--- src/rtl/hazard_pkg.sv ---
// hazard_pkg: register-file geometry and default long-latency capacity for the interlock
package hazard_pkg;
    localparam int REG_IDX_W = 5;
    localparam int NUM_REGS = 32;
    localparam int MAX_LONG_DEF = 4;
endpackage

--- src/rtl/hazard_scoreboard.sv ---
// hazard_scoreboard: pending-writeback bit per register plus outstanding long-op counter
module hazard_scoreboard
    import hazard_pkg::*;
#(
    parameter int MAX_LONG = MAX_LONG_DEF
) (
    input  logic                 clk,
    input  logic                 rst,
    input  logic                 set_en,
    input  logic [REG_IDX_W-1:0] set_idx,
    input  logic                 clr_en,
    input  logic [REG_IDX_W-1:0] clr_idx,
    output logic [NUM_REGS-1:0]  pending,
    output logic                 long_full
);
    localparam int CW = $clog2(MAX_LONG + 1);
    logic [CW-1:0] cnt;
    logic [NUM_REGS-1:0] pending_nxt;
    always_comb begin
        pending_nxt = pending;
        if (clr_en) pending_nxt[clr_idx] = 1'b0;
        // set after clear so a same-index collision keeps the new owner
        if (set_en) pending_nxt[set_idx] = 1'b1;
        pending_nxt[0] = 1'b0;
    end
    always_ff @(posedge clk) begin
        if (rst) begin
            pending <= '0;
            cnt     <= '0;
        end else begin
            pending <= pending_nxt;
            if (set_en && !clr_en && cnt != CW'(MAX_LONG)) cnt <= cnt + CW'(1);
            else if (clr_en && !set_en && cnt != '0) cnt <= cnt - CW'(1);
        end
    end
    assign long_full = cnt == CW'(MAX_LONG);
endmodule

--- src/rtl/hazard_stall_unit.sv ---
// hazard_stall_unit: ID/EX interlock for load-use, long-latency RAW/WAW, capacity and branch flush; HAZARD_PERF_EN adds stall/flush cycle counters
module hazard_stall_unit
    import hazard_pkg::*;
#(
`ifdef HAZARD_PERF_EN
    parameter int XLEN = 32,
`endif
    parameter int MAX_LONG = MAX_LONG_DEF
) (
    input  logic                 clk,
    input  logic                 rst,
    input  logic                 id_valid,
    input  logic [REG_IDX_W-1:0] id_rs1,
    input  logic [REG_IDX_W-1:0] id_rs2,
    input  logic                 id_use_rs1,
    input  logic                 id_use_rs2,
    input  logic [REG_IDX_W-1:0] id_rd,
    input  logic                 id_long,
    input  logic [REG_IDX_W-1:0] ex_rd,
    input  logic                 ex_mem_read,
    input  logic                 branch_taken,
    input  logic                 lu_done,
    input  logic [REG_IDX_W-1:0] lu_rd,
    output logic                 stall_if,
    output logic                 stall_id,
    output logic                 flush_id,
    output logic                 flush_ex,
    output logic [NUM_REGS-1:0]  pending,
    output logic                 long_full
`ifdef HAZARD_PERF_EN
    ,
    output logic [XLEN-1:0]      perf_stall_cycles,
    output logic [XLEN-1:0]      perf_flush_cycles
`endif
);
    logic lu_hz, raw_hz, waw_hz, cap_hz, hz, issue;
    always_comb begin
        lu_hz    = ex_mem_read && ex_rd != '0 &&
                   ((id_use_rs1 && ex_rd == id_rs1) || (id_use_rs2 && ex_rd == id_rs2));
        raw_hz   = (id_use_rs1 && pending[id_rs1]) || (id_use_rs2 && pending[id_rs2]);
        waw_hz   = id_rd != '0 && pending[id_rd];
        cap_hz   = id_long && long_full;
        hz       = id_valid && (lu_hz || raw_hz || waw_hz || cap_hz);
        issue    = id_valid && !hz && !branch_taken;
        stall_if = hz && !branch_taken;
        stall_id = stall_if;
        flush_id = branch_taken;
        flush_ex = branch_taken || hz;
    end
    hazard_scoreboard #(.MAX_LONG(MAX_LONG)) u_sb (
        .clk       (clk),
        .rst       (rst),
        .set_en    (issue && id_long),
        .set_idx   (id_rd),
        .clr_en    (lu_done),
        .clr_idx   (lu_rd),
        .pending   (pending),
        .long_full (long_full)
    );
`ifdef HAZARD_PERF_EN
    always_ff @(posedge clk) begin
        if (rst) begin
            perf_stall_cycles <= '0;
            perf_flush_cycles <= '0;
        end else begin
            if (stall_id) perf_stall_cycles <= perf_stall_cycles + XLEN'(1);
            if (branch_taken) perf_flush_cycles <= perf_flush_cycles + XLEN'(1);
        end
    end
`endif
endmodule

--- config.mk ---
export PLATFORM = sky130hd
export DESIGN_NAME = hazard_stall_unit
export DESIGN_NICKNAME = d
export VERILOG_FILES = /design/src/rtl/hazard_pkg.sv /design/src/rtl/hazard_scoreboard.sv /design/src/rtl/hazard_stall_unit.sv
export SDC_FILE = /design/constraint.sdc
export NUM_CORES = 1
export LEC_CHECK = 0
export ABC_AREA = 1
export BUFFER_PORTS_ARGS = -buffer_cell sky130_fd_sc_hd__buf_2
export CORE_MARGIN = 3
export CORE_UTILIZATION = 35
export DETAILED_ROUTE_END_ITERATION = 7
export SYNTH_ARGS = -nofsm -noshare
export SYNTH_HDL_FRONTEND = slang
export SYNTH_SLANG_ARGS = --single-unit
--- constraint.sdc ---
create_clock -name clk -period 2.75 [get_ports clk]
set_input_delay 0.275 -clock clk [delete_from_list [all_inputs] [get_ports clk]]
set_output_delay 0.275 -clock clk [all_outputs]
set_load 0.1 [all_outputs]
---- After elaboration in Yosys (flattened, before gate mapping) ----
Cells that the tools add are included.
word-level totals
  input port bits ......................... 34
  word-level logic and storage cells ...... 65
  register bits after elaboration ......... 35
  output and inout bits ................... 37
operators by class
  $add $sub $neg .......................... 2
  mux-type cells .......................... 14
  magnitude comparators ................... 6
  eq/ne operators ......................... 4
  bitwise logic cells ..................... 3
  reductions and logical operators ........ 33
operator list
  kind                 number
  $mux 32              2
  $and 32x32->32       1
  $not 32->32          1
  $or 32x32->32        1
  $lt 5x6->1 const B   4
  $logic_and 1x1->1    19
  $bmux 1 s5           3
  $demux 1 s5          2
  $eq 5x5->1           2
  $ge 5x1->1 const B   2
  $reduce_bool 5->1    2
  $logic_or 1x1->1     6
  $mux 3               2
  $mux 1               5
  $logic_not 1->1      4
  $add 3x1->3 const B  1
  $eq 3x3->1 const B   1
  $ne 3x3->1 const B   1
  $reduce_bool 3->1    1
  $sub 3x1->3 const B  1
  $reduce_bool 2->1    1

---- Longest topological paths before layout ----
Gate-level depths: netlist of the first run.
  depth in word-level cells ............... 17
  depth in mapped cells ................... 20
  mapped depth without buffers ............ 19

---- Modules after synthesis ----
A second synthesis of the first run with hierarchy kept.
unflattened totals
  cell total of the unflattened synthesis .. 502
  area, all modules ....................... 2820.2 µm²
modules (own cells, without submodules)
  module             times used  cells an instance  area each (µm²)
  hazard_scoreboard  1           196                1427.6
  hazard_stall_unit  1           306                1392.6

---- Worst setup path after synthesis of the first run ----
Ideal clock, no wire load.
  path kind ............................... register -> output
  start ................................... register u_sb.cnt[2]
  end ..................................... output port stall_if
  path slack .............................. -2.302 ns
  data arrival time ....................... 4.777 ns
  required time ........................... 2.475 ns
  stages on the path, launching flop included .. 10
  buffers on the path ..................... 1
  cell sequence ........................... dfxtp_1 inv_1 nor3_1 nand2_1 nand2_1 nor2_4 nand3_1 nand2_1 nor2_1 buf_4
between the ends
  cells in the longest elaborated chain, start to end .. 5
ends and longest elaborated chain
  element                   RTL line                 source
  start: declaration        hazard_scoreboard.sv:17  logic [CW-1:0] cnt;
  start signal: assignment  hazard_scoreboard.sv:32  if (set_en && !clr_en && cnt != CW'(MAX_LONG)) cnt <= cnt + CW'(1);
  start signal: assignment  hazard_scoreboard.sv:33  else if (clr_en && !set_en && cnt != '0) cnt <= cnt - CW'(1);
  $eq 3x3->1                hazard_scoreboard.sv:36  assign long_full = cnt == CW'(MAX_LONG);
  via long_full             hazard_stall_unit.sv:29  output logic long_full
  $logic_and 1x1->1         hazard_stall_unit.sv:42  cap_hz = id_long && long_full;
  $logic_or 1x1->1          hazard_stall_unit.sv:43  hz = id_valid && (lu_hz || raw_hz || waw_hz || cap_hz);
  $logic_and 1x1->1         hazard_stall_unit.sv:43
  $logic_and 1x1->1         hazard_stall_unit.sv:45  stall_if = hz && !branch_taken;
  end: declaration          hazard_stall_unit.sv:24  output logic stall_if,
The timed path passes the listed nets, and every way through them passes these cells.

---- Worst setup path after layout of the first run ----
  start ................................... register u_sb.pending[28]
  end ..................................... output port stall_id
between the ends
  cells in the longest elaborated chain, start to end .. 9
  elaborated cells between the ends (all ways) .. 15
  those cells by class .................... mux: 6; reduce/logical: 9
ends and longest elaborated chain
  element                            RTL line                 source
  start: declaration                 hazard_scoreboard.sv:13  output logic [NUM_REGS-1:0] pending,
  start signal: assignment           hazard_scoreboard.sv:31  pending <= pending_nxt;
  $bmux 1 s5                         hazard_stall_unit.sv:40  raw_hz = (id_use_rs1 && pending[id_rs1]) || (id_use_rs2 && pending[id_rs2]);
  $mux 1 (implied by the code)       hazard_stall_unit.sv:40
  $logic_and 1x1->1                  hazard_stall_unit.sv:40
  $logic_or 1x1->1                   hazard_stall_unit.sv:40
  $logic_or 1x1->1                   hazard_stall_unit.sv:43
  $logic_or 1x1->1 (*) (2 in a row)  hazard_stall_unit.sv:43
  $logic_and 1x1->1 (*)              hazard_stall_unit.sv:43
  $logic_and 1x1->1 (*)              hazard_stall_unit.sv:45
  end: declaration                   hazard_stall_unit.sv:25  output logic stall_id,
Mark *: on every way between the ends. The rest lies on a longest branch, timed or not. The select of a mux whose other input is x is not followed.

==> results.md, run 1 <==
* Outcome: finished clean
* Layout area overhead at 19.8%
* Reg2Reg Launch Point: u_sb.pending[8]
* CP endpoint kind: output port
* Number of clock sinks at 34
* Static Leak at 0.00163 uW
* Worst-Margin Slew at 596 ps
* Syn Std Cell Area at 2890 um2
* DR DRC count at 0
* Fmax at 437 MHz
* Min setup slack post-route at 461 ps
* Syn Nets at 541
* Commonest non-fill, non-tap cell in the layout: nand2_1
* Pwr Density at 415 nW/um2
* CTS Buf Count at 5
* H-tree depth at 2
* WL final at 10500 um
* Final core utilization at 44.0%
* Inst Count DP at 662
* CP Data Arrival Time at 2010 ps
* Fin. max-slew vios at 0
* Post-CTS Setup Inserts at 0
* Initial Util at 36.7%
* Total number of vias at 3564
* Most frequent cells in the layout: nand2_1, nand3_1, buf_2, inv_1, o21ai_0
* Min-delay src: id_rd[1]
* Initial antenna violation count at 0
* Number of global-route vias before repair at 3369
* Finished Layout Cells at 670
* Final Hold Vio Count at 0
* Rel. slew slack at 60.3%
* Min cycle time layout at 2290 ps
* Final Setup Violations at 0
* Drt first-iter violations at 389
* Yosys warnings at 0
* Die width at 96.9 um
* Seq/Total Area, Yosys at 23.5%
* N_diodes at 0
* Final #Nets at 602
* Maximum buffer depth of the clock tree at 2
* Critical path type: flip-flop to output port
* Io pins at 71
* CP peak stage delay at 370 ps
* Most used cell along the critical path: nand3_1
* Worst-path fanout max at 4
* Slowest cell on crit path: dfxtp_2
* Placed Area at 3360 um2
* Worst Setup SP: u_sb.pending[28]
* Unique masters post-synth at 27
* Post-DP HPWL at 7750 um
* Global route total overflow at 0
* Share of cells above drive strength 1 at 24.1%
* Drt pass-1 iters at 5
* Core Rows at 32
* Cts hold-fix bufs at 0
* I/O Buffers at 69
* Max VDD drop at 331 uV
* Place WS at 258 ps
* Pin count of the biggest net entering global routing at 33
* Worst-path cell chain: inv_1 -> o21ai_0 -> nand2_1 -> nand3_1 -> nand3_1 -> nand3_1 -> nand3_1 -> nand3_1 -> nand2_2 -> nor2_4 -> buf_12
* Worst-skew pair later-pin latency at 290 ps
* Cell count after synthesis at 506
* Fillers at 871
* Element type at the critical path start: flip-flop
* Core area at 7890 um2
* Full die area at 9400 um2
* Critical path required time at 2480 ps
* Fin crit share at 83.2%
* Post-Route Setup TNS at 0 ps
* PostCTS Resize Cnt at 0
* Clock-pin slew of the registers on the worst-case setup and hold paths at 70 ps
* RD Place Congestion at 0.902
* Tot GR Track Use at 22.0%
* Drt wl/cell at 15.6 um
* Root Driver: clkbuf_8
* Unrepaired setup endpoints after global routing: no
* CTS tree: done
* Worst Skew at 9.35 ps
* Die Y at 96.9 um
* Hold Crit Class: input port to flip-flop
* Max cap viols at 0
* Vias/cell at 5.32
* Syn avg cell area at 5.72 um2
* Seq cells post-synth at 34
* Routed Antenna Nets at 0
* Cell area after layout at 3470 um2
* First-pass GRT wire length at 17100 um
==> sequential cells by signal, summed over array words and instances (netlist names) <==
register      flops
u_sb.cnt          3
u_sb.pending     31
==> cell usage after synthesis <==
cell type,n,area [um2]
buf_6,3,33.8
a21oi_1,36,180
nor2_1,16,60.1
o211ai_1,1,7.51
nand3_1,76,380
conb_1,1,3.75
dfxtp_1,34,681
inv_1,52,195
nand2_1,171,642
buf_2,7,35.0
nor2_2,3,18.8
clkbuf_1,4,15.0
buf_8,4,60.1
inv_4,1,6.26
fa_1,1,20.0
nor2_4,1,11.3
a31oi_1,1,6.26
nand4_1,24,150
o21ai_0,39,195
inv_2,2,7.51
o21ai_2,1,8.76
nor3_1,9,45.0
o21ai_1,5,25.0
buf_1,2,7.51
nand4_4,1,21.3
buf_4,7,52.6
nand2_2,4,25.0
==> layer usage <==
metal	track usage, %	up-vias	share of wire, %	wire, um
met5	0	-	0	0
met3	3.53	15	7.0	731
met2	35.4	153	46	4870
li1	-	1790	-	-
met1	30.0	1606	45	4720
met4	7.24	0	1.5	157
==> worst paths after layout <==
| path | endpoint | slack (ps) | cells after the start |
|---|---|---|---|
| min reg2reg | u_sb.pending[12] | 500 | 2 |
| max | stall_id | 460 | 11 |
| min | u_sb.pending[3] | 400 | 3 |
| max reg2reg | u_sb.cnt[2] | 600 | 17 |
==> power breakdown <==
part           total (uW)  internal [uW]  switching (uW)
sequential            534            511            23.1
combinational         450            131             319
clock                 457            271             186
==> worst max-delay path: cells and delay by family, from the launching register on <==
family	cells	cell delay (ps)
AO/OA/AOI/OAI	1	210
buffers and inverters	2	250
flip-flops	1	370
AND/OR/NAND/NOR	8	890
==> stage by stage <==
step	hold WS, ps	power, uW
5_1_grt	416	1520
4_1_cts	388	1440
3_3_place_gp	484	986
3_5_place_dp	491	991
2_1_floorplan	337	883
6_report	404	1440
==> area by class of cell <==
class                   instances  area (um2)  area share (%)
inverters                      55         209            6.02
repair buffers                 81         480            13.9
flip-flops and latches         34         721            20.8
clock buffers                   7        76.3            2.20
multi-input cells             390        1820            52.6
well taps                     102         128            3.68
clock inverters                 1        30.0           0.866
==> cells by family after synthesis <==
| kind of cell | after synthesis | synth area share (%) |
|---|---|---|
| simple gates | 305 | 46.8 |
| compound gates | 83 | 14.6 |
| flops | 34 | 23.5 |
| other cells | 1 | 0.130 |
| buf+inv | 82 | 14.3 |
| fa+ha+maj | 1 | 0.692 |
Note: power is estimated with default switching activity, not from simulation.
==> run 2: changes to the inputs <==
clock period = 2.1 ns   (was 2.75 ns; I/O delays follow)
==> run 2 against run 1 <==
Net effect: the run now ends with setup timing left; largest cell class unchanged; critical endpoint is now stall_if; worst hold slack worse by 6.8 ps; wire length hardly changed; critical path depth stayed put; combinational power is 50% higher; register-to-register slack worse by 570 ps; power is 30% higher; die area stayed put; first-iteration DRC count is 32% lower; flip-flop and latch count stayed put; cell area is 11% higher.
==> results.md, run 2 (synthesis results as in run 1) <==
* Outcome: finished with violations
* Failing checks: setup timing
* Worst-skew pair later-pin latency at 290 ps (about the same)
* Max FFs per register at 31 (unchanged)
* Die width at 96.9 um (unchanged)
* DR DRC count at 0 (unchanged)
* Sw Pwr at 721 uW (+37%)
* Worst Skew at 10.5 ps (+1.17 ps)
* Finished Layout Cells at 701 (+4.6%)
* Top layer in use: met4
* Sequential share of power at 36.8% (-0.3 points)
* Tot GR Track Use at 21.4% (-0.60 points)
* Final Setup Violations at 2 (+2)
* Hold_ws at 397 ps (-6.79 ps)
* Global route total overflow at 0 (unchanged)
* R2R cell count at 17 (unchanged)
* Worst-Margin Slew at 607 ps (+11.3 ps)
* Cts hold-fix bufs at 0 (unchanged)
* Min setup slack post-route at -11.9 ps (-473 ps)
* Drt first-iter violations at 263 (-32%)
* Slowest cell on crit path: dfxtp_2
* Met3 WL at 733 um (+0.27%)
* I/O Buffers at 69 (unchanged)
* Met1 WL at 4680 um (-0.78%)
* Maximum buffer depth of the clock tree at 2 (unchanged)
* Io pins at 71 (unchanged)
* H-tree depth at 2 (unchanged)
* Worst Setup SP: u_sb.pending[23]
* Bufs and invs on worst path at 1 (-1)
* CP endpoint kind: output port
* Final Power at 1880 uW (+30%)
* N_diodes at 0 (unchanged)
* Critical path type: flip-flop to output port
* Fmax at 474 MHz
* Routed Antenna Nets at 0 (unchanged)
* Critical Path End: stall_if
* Number of global-route vias before repair at 3321 (-1.4%)
* Initial antenna violation count at 0 (unchanged)
* Max VDD drop at 283 uV (-14%)
* Pin count of the biggest net entering global routing at 33 (unchanged)
* Fin crit share at 101%
* Pwr Density at 489 nW/um2 (+18%)
* Min cycle time layout at 2110 ps
* Critical path depth at 11 (unchanged)
* Fin. max-slew vios at 0 (unchanged)
* Drt pass-1 iters at 5 (unchanged)
* Full die area at 9400 um2 (unchanged)
* Clock-pin slew of the registers on the worst-case setup and hold paths at 70 ps (about the same)
* First-pass GRT wire length at 16700 um (-2.2%)
* Worst-path cell chain: a21oi_1 -> o21ai_1 -> nand3_1 -> nand2_1 -> nand2_1 -> nand3_1 -> nand3_2 -> nand3_4 -> nand2_4 -> nor2_4 -> buf_12
* Int Power at 1160 uW (+27%)
* Comb power frac at 35.9% (+4.7 points)
* Unrepaired setup endpoints after global routing: yes
* Core area at 7890 um2 (unchanged)
* Rel. slew slack at 59.5% (-0.76 points)
* Most frequent cells in the layout: nand2_1, nand3_1, buf_2, inv_1, buf_4
* Drt wl/cell at 14.9 um (-4.4%)
* CTS Buf Count at 5 (unchanged)
* Final Hold Vio Count at 0 (unchanged)
* Cell family with most CP delay: simple AND/OR/NAND/NOR gates
* Met2 wire length at 4890 um (+0.55%)
* Element type at the critical path start: flip-flop
* Final core utilization at 48.7% (+4.7 points)
* Fillers at 846 (-2.9%)
* Die Y at 96.9 um (unchanged)
* Root Driver: clkbuf_8
* Largest regs: u_sb.pending x31, u_sb.cnt x3
* Worst-path fanout max at 5 (+1)
* Total number of vias at 3777 (+6.0%)
* RD Place Congestion at 0.934 (+3.6%)
* Core Rows at 32 (unchanged)
* WL final at 10500 um (about the same)
* Final #Nets at 633 (+5.1%)
* Reg2Reg Launch Point: u_sb.pending[28]
* Vias/cell at 5.39 (+1.3%)
* Commonest non-fill, non-tap cell in the layout: nand2_1
* Share of cells above drive strength 1 at 31.4% (+7.3 points)
* Top reg by flops: u_sb.pending
* CTS tree: done
* CP Data Arrival Time at 1900 ps (-110 ps)
* Inst Count DP at 690 (+4.2%)
* Critical path required time at 1890 ps (-590 ps)
* Initial Util at 36.7% (unchanged)
* Layout area overhead at 32.6%
* FF-to-FF End: u_sb.cnt[2]
* Sw frac at 38.4% (+1.7 points)
* Clock share of power at 27.3% (-4.4 points)
* R2R Setup Slk at 30 ps (-570 ps)
* Post-DP HPWL at 7920 um (+2.1%)
* Hold Crit Class: input port to flip-flop
* Static Leak at 0.00183 uW (+13%)
* Max cap viols at 0 (unchanged)
* CP peak stage delay at 400 ps (+30 ps)
* Number of clock sinks at 34 (unchanged)
## run 2: cell types whose count changed in the layout (fill, tap and decap cells not counted), moves of 6 or more
cell / previous run / this run
dfxtp_2: 32 / 24
dfxtp_4: 0 / 8
nand3_1: 76 / 70
buf_4: 12 / 37
## run 2: tightest hold or removal path: stages
cell and delay [ps]:
buf_2 120, buf_12 160, nand4_1 90, a21oi_1 60
## run 2: worst min-delay path by stage
stage                          start          endpoint  slack [ps]  depth (start not counted)
floorplan                        rst   u_sb.pending[8]         270                          1
global placement         u_sb.cnt[2]       u_sb.cnt[2]         490                          2
detailed placement  u_sb.pending[12]  u_sb.pending[12]         490                          2
CTS                         id_rd[0]  u_sb.pending[11]         390                          4
global route                id_rd[0]  u_sb.pending[19]         420                          4
finish                      id_rd[0]  u_sb.pending[11]         400                          4
## run 2: per-layer routing
| layer | up-vias | track usage [%] |
|---|---|---|
| met2 | 146 | 33.9 |
| met4 | 0 | 6.59 |
| li1 | 1853 | - |
| met5 | - | 0 |
| met1 | 1762 | 30.2 |
| met3 | 16 | 2.74 |
## run 2: stage by stage
stage	TNS (ps)	instance area (um2)	setup slack, ps
finish	-23.1	3840	-11.9
global route	-418	3840	-107
CTS	0	3750	0.472
detailed placement	-597	3630	-228
global placement	-374	3630	-177
floorplan	-1690	2980	-528
## run 2: timing repair
| item | CTS | global route |
|---|---|---|
| setup endpoints to repair | 4 | 5 |
| pin swaps | 2 | 18 |
| setup buffers | 1 | 2 |
| gates resized for setup | 11 | 23 |
## run 2: final cells by class
type	instances	area [um2]	share of cell area, %
Inverter	55	209	5.44
Clock inverter	1	5.00	0.130
Sequential cell	34	741	19.3
Timing Repair Buffer	112	771	20.1
Tap cell	102	128	3.32
Clock buffer	7	86.3	2.25
Multi-Input combinational cell	390	1900	49.5
## run 2: power by group through the flow
stage | Combinational, uW | Sequential (uW) | Clock, uW
after floorplan | 436 | 722 | 0
after global placement | 631 | 713 | 0
after detailed placement | 637 | 713 | 0
after CTS | 645 | 695 | 518
after global routing | 732 | 695 | 540
final | 675 | 691 | 512
